[config.mk]
export PLATFORM = sky130hd
export DESIGN_NAME = trig_tx_serializer
export DESIGN_NICKNAME = d
export VERILOG_FILES = /design/src/rtl/trig_tx_serializer.sv
export SDC_FILE = /design/constraint.sdc
export NUM_CORES = 1
export LEC_CHECK = 0
export BUFFER_PORTS_ARGS = -buffer_cell sky130_fd_sc_hd__buf_2
export CORE_MARGIN = 2
export CORE_UTILIZATION = 30
export DETAILED_ROUTE_END_ITERATION = 8
export PLACE_DENSITY = 0.58
export SETUP_SLACK_MARGIN = 0.02
export SLEW_MARGIN = 25
export SYNTH_ARGS = -nofsm -noshare
export SYNTH_HDL_FRONTEND = slang
export SYNTH_SLANG_ARGS = --single-unit
[constraint.sdc]
create_clock -name clock -period 2.7 [get_ports clock]
set_input_delay 0.54 -clock clock [delete_from_list [all_inputs] [get_ports clock]]
set_output_delay 0.54 -clock clock [all_outputs]
set_load 0.02 [all_outputs]
[src/rtl/trig_tx_serializer.sv]
// trig_tx_serializer: one 8-bit frame per BX -> 2-bit/cycle DDR stream + SOF, delayable 0..7 bits; TX_PRBS_EN adds PRBS7 payload.
// Latency 1 cycle from accept (+delay/2); frame_ready_o only at phase 3, a missing frame inserts IDLE_PATTERN.
module trig_tx_serializer #(
   parameter logic [7:0] IDLE_PATTERN = 8'h00,
   parameter int         CNT_WIDTH    = 16
) (
   input  logic                 clock,
   input  logic                 reset,
   input  logic [7:0]           frame_i,
   input  logic                 frame_valid_i,
   output logic                 frame_ready_o,
   input  logic [2:0]           delay_sel_i,
   input  logic                 prbs_en_i,
   input  logic                 cnt_reset_i,
   output logic                 d0,
   output logic                 d1,
   output logic                 sof_d0,
   output logic                 sof_d1,
   output logic [1:0]           phase_o,
   output logic [CNT_WIDTH-1:0] frames_cnt,
   output logic [CNT_WIDTH-1:0] underrun_cnt
);

   logic [1:0]           phase_q, phase_d;
   logic [7:0]           frame_q, frame_d;
   logic [2:0]           delay_q, delay_d;
   logic [15:0]          hist_q, hist_d;
   logic [15:0]          sofh_q, sofh_d;
   logic                 d0_q, d1_q, sof0_q, sof1_q, rdy_q;
   logic [CNT_WIDTH-1:0] frames_q, frames_d, under_q, under_d;
   logic                 load, accept, underrun;
   logic [7:0]           load_frame;
   logic [1:0]           pair;
   logic [3:0]           tap_lo, tap_hi;

`ifdef TX_PRBS_EN
   logic [6:0] prbs_q, prbs_d, prbs_s;
   logic [7:0] prbs_byte;

   // Bit i of the loaded byte is the i-th generated bit, so bit 0 goes out first.
   always_comb begin
      prbs_s    = prbs_q;
      prbs_byte = '0;
      for (int i = 0; i < 8; i++) begin
         prbs_byte[i] = prbs_s[6] ^ prbs_s[5];
         prbs_s       = {prbs_s[5:0], prbs_byte[i]};
      end
      prbs_d = (load && prbs_en_i) ? prbs_s : prbs_q;
   end
`else
   logic unused_prbs_en;
   assign unused_prbs_en = prbs_en_i;
`endif

   always_comb begin
      phase_d    = phase_q + 2'd1;
      load       = (phase_q == 2'd3);
      accept     = load && frame_valid_i;
      underrun   = load && !frame_valid_i;
      load_frame = frame_valid_i ? frame_i : IDLE_PATTERN;
`ifdef TX_PRBS_EN
      if (prbs_en_i) begin
         load_frame = prbs_byte;
         accept     = load;
         underrun   = 1'b0;
      end
`endif
      frame_d = load ? load_frame : frame_q;
      delay_d = load ? delay_sel_i : delay_q;

      // On a load phase_d is 0, so the new frame's bits 0/1 enter the history in the same edge.
      pair   = frame_d[{phase_d, 1'b0} +: 2];
      hist_d = {hist_q[13:0], pair[0], pair[1]};
      sofh_d = {sofh_q[13:0], load, 1'b0};

      // Index 0 is the newest (later) bit; older bits sit at higher indices.
      tap_lo = {1'b0, delay_d};
      tap_hi = tap_lo + 4'd1;

      if (cnt_reset_i)
         frames_d = '0;
      else if (accept && !(&frames_q))
         frames_d = frames_q + 1'b1;
      else
         frames_d = frames_q;

      if (cnt_reset_i)
         under_d = '0;
      else if (underrun && !(&under_q))
         under_d = under_q + 1'b1;
      else
         under_d = under_q;
   end

   always_ff @(posedge clock) begin
      if (reset) begin
         phase_q  <= 2'd0;
         frame_q  <= 8'h00;
         delay_q  <= 3'd0;
         hist_q   <= 16'h0000;
         sofh_q   <= 16'h0000;
         d0_q     <= 1'b0;
         d1_q     <= 1'b0;
         sof0_q   <= 1'b0;
         sof1_q   <= 1'b0;
         rdy_q    <= 1'b0;
         frames_q <= '0;
         under_q  <= '0;
`ifdef TX_PRBS_EN
         prbs_q   <= 7'h7F;
`endif
      end else begin
         phase_q  <= phase_d;
         frame_q  <= frame_d;
         delay_q  <= delay_d;
         hist_q   <= hist_d;
         sofh_q   <= sofh_d;
         d0_q     <= hist_d[tap_hi];
         d1_q     <= hist_d[tap_lo];
         sof0_q   <= sofh_d[tap_hi];
         sof1_q   <= sofh_d[tap_lo];
         rdy_q    <= (phase_d == 2'd3);
         frames_q <= frames_d;
         under_q  <= under_d;
`ifdef TX_PRBS_EN
         prbs_q   <= prbs_d;
`endif
      end
   end

   // The deepest tap is index 8; the top history bits are kept only for depth symmetry.
   logic unused_hist;
   assign unused_hist = ^{hist_q[15:14], sofh_q[15:14]};

   assign frame_ready_o = rdy_q;
   assign d0            = d0_q;
   assign d1            = d1_q;
   assign sof_d0        = sof0_q;
   assign sof_d1        = sof1_q;
   assign phase_o       = phase_q;
   assign frames_cnt    = frames_q;
   assign underrun_cnt  = under_q;

endmodule

==> flow_summary.yaml <==
setup_path:
  r2r_cells: 6
  critical_path_buf_inv_count: 1
  cp_common_cell: "mux4_2"
  critical_path_class: "flop to flop"
  slowest_delay_ns: 0.51
  r2r_start: "phase_o[0]"
  path_depth: 6
  worst-endpoint-arrival_ns: 2.80
  timing.rr.end: "d0"
  cp_cell_sequence: "inv_1, ha_4, mux4_2, mux4_2, or4_1, a31oi_1"
  start_kind: "flop"
  ff2ff_setup_slack_ns: 0.18
  cp_max_fo: 4
  slowest_stage: "mux4_2"
  cp.required_ns: 2.97
  end_kind: "flop"
  crit_family: "multiplexers"
yosys:
  synthArstFlopShare_pct: 0
  synth-seq-area-share_pct: 43.79
  synth_area_leader_cell: "dfxtp_1"
  synth_nets: 354
  synthCells: 333
  yosysTopAreaCellShare_pct: 43.79
  syn_avg_cell_area_um2: 9.198
  synthFlopType: "dfxtp_1"
  yosysWarnings: 0
  yosys_register_bits: 67
  synth.area.top_cells: "dfxtp_1, mux4_2, xnor2_1, nor2_1, nor2b_1"
  synth_edf_count: 0
  ys_types: 40
  synth.cell_area_um2: 3063
sta:
  setup_viol: 0
  clock.fmax_mhz: 396.2
  slew_viol_final: 0
  period_needed_ns: 2.524
  hold_viol: 0
  max_slew_margin_pct: 58.66
  fin_crit_sh_pct: 93.48
  setup_tns_ns: 0
  fin_worst_skew_ns: 0.01136
  worst_slew_pin_slew_ns: 0.6201
  rsz0062_at_grt: "false"
drt:
  via_count: 2517
  wl_per_cell_um: 12.49
  wirelength_um: 6645
  drt_iter0_drc: 105
  drc: 0
  via_per_inst: 4.731
  ant_nets: 0
  first_pass_iters: 4
clock_network:
  clkTransAtPathRegs_ns: 0.07
  cts_setup_buffers: 0
  cts_buffers: 9
  cts_sinks: 67
  cts_buffer_depth: 2
  clk_latency_ns: 0.35
  cts_resized: 0
  cts_tree: "built"
  clockRootBuffer: "clkbuf_8"
  hold_buffers: 0
  htreeDepth: 3
global_routing:
  antenna_found_initial: 0
  grt-ovfl-total: 0
  grt_usage_pct: 12.22
  grt_pass1_wl_um: 10770
  grt_max_degree: 36
  grt_pass1_vias: 2228
hold_path:
  hold_path_depth: 3
  hold_path_end: "frame_q[5]"
  hp-start: "frame_i[5]"
  hp-class: "primary input to flop"
placement:
  dp.cells: 516
  place_congestion: 0.7696
  numPortBuffers: 53
  placed_cell_area_um2: 3540
  hpwl_um: 4697
power:
  p_seq_share_pct: 47.9
  p_sw_share_pct: 23.23
  internal_power_uw: 1616
  leakage_uw: 0.001445
  p_sw_uw: 488.9
  p_clk_share_pct: 44.8
  p_per_area_nw_per_um2: 556.6
  peakVddDrop_mv: 0.2313
  combPwrFrac_pct: 7.3
die:
  io_pins: 55
  start_util_pct: 31.05
  die_x_um: 105.0
  dieArea_um2: 11030
  core_area_um2: 9864
  rows: 36
  die_h_um: 105.0
finish:
  drive_gt1_share_pct: 25.06
  area_growth_pct: 23.45
  diodes: 0
  finalInstanceArea_um2: 3781
  fill_cells: 1002
  finalNonFillerCells: 532
  fin_nets: 415
job:
  cap_viol_max_count: 0
status:
  status: "finished clean"
==> Yosys cell counts (all sizes together), types with 7 or more instances <==
library cell / instances
nor2: 47
nor3: 7
clkbuf: 12
nor2b: 17
o21ai: 8
a2bb2oi: 7
mux2i: 7
mux4: 9
xnor2: 21
inv: 15
dfxtp: 67
a21oi: 9
nand3: 12
nand4: 10
nand2: 22
xor2: 7
==> per-layer routing <==
layer  track usage [%]  vias to the layer above  routed length [um]
li1                  -                     1279                   -
met1             16.48                     1184                3279
met2             18.09                       44                2961
met3             2.932                       10                 268
met4             6.286                        0                 136
met5                 0                        -                   0
==> cells in the final DEF (no fill, tap or decap), drive strengths merged, types with 7 or more instances in the layout <==
cell type	instances
nand2	22
nand3	12
mux4	9
xnor2	21
buf	66
nor2b	17
mux2i	7
nand4	10
xor2	7
o21ai	8
dfxtp	67
clkbuf	10
a21oi	9
a2bb2oi	7
nor2	47
inv	15
nor3	7
==> stage by stage <==
stage	total power (uW)	setup WS, ns	utilization [%]	hold slack, ns
floorplan	1127	0.02113	-	0.4324
global placement	1178	0.1486	35.88	0.4376
detailed placement	1181	0.07324	35.88	0.4516
CTS	2130	0.05352	38.18	0.4338
global route	2200	0.05949	38.33	0.4342
finish	2105	0.1759	38.33	0.4513
==> area by class of cell <==
class	count	area [um^2]	share of cell area (%)
Multi-Input combinational cell	234	1612	42.62
Sequential cell	67	1341	35.47
Timing Repair Buffer	66	375.4	9.927
Tap cell	133	166.4	4.401
Clock buffer	10	137.6	3.640
Clock inverter	6	88.84	2.349
Inverter	16	60.06	1.588
==> power by group through the flow <==
stage	Combinational (uW)	Sequential [uW]	Clock, uW
after global routing	168	1010	1020
final	153	1010	943
after CTS	151	1010	972
after global placement	148	1030	0
after detailed placement	150	1030	0
after floorplan	89.1	1040	0
==> registers in the layout, indices dropped and copies added, names as in the netlist <==
register       flops
sof_d1             1
frame_q            8
underrun_cnt      16
phase_o            2
d1                 1
frames_cnt        16
hist_q            14
d0                 1
sof_d0             1
sofh_q             3
delay_q            3
frame_ready_o      1
==> how the worst max path moves through the flow <==
stage / from / end / slack [ns]
2_1_floorplan: phase_o[0] / d0 / 0.02
3_3_place_gp: phase_o[0] / d0 / 0.15
3_5_place_dp: phase_o[0] / d0 / 0.07
4_1_cts: phase_o[0] / d0 / 0.05
5_1_grt: phase_o[0] / d0 / 0.06
6_report: phase_o[0] / d0 / 0.18
==> kinds of logic after synthesis <==
logic type / Yosys count / synth area share (%)
AND/OR/NAND/NOR: 150 / 25.16
flip-flops: 67 / 43.79
buffers and inverters: 32 / 4.207
XOR/XNOR: 28 / 8.007
adder cells (fa/ha/maj): 5 / 2.042
multiplexers: 19 / 10.01
AO/OA/AOI/OAI: 32 / 6.781
==> worst min-delay path: cells and delay by family <==
kind / cells / cell delay [ns]
simple gates: 1 / 0.08
buf+inv: 1 / 0.09
compound gates: 1 / 0.05
No activity file was read; power rests on OpenSTA's default activity.
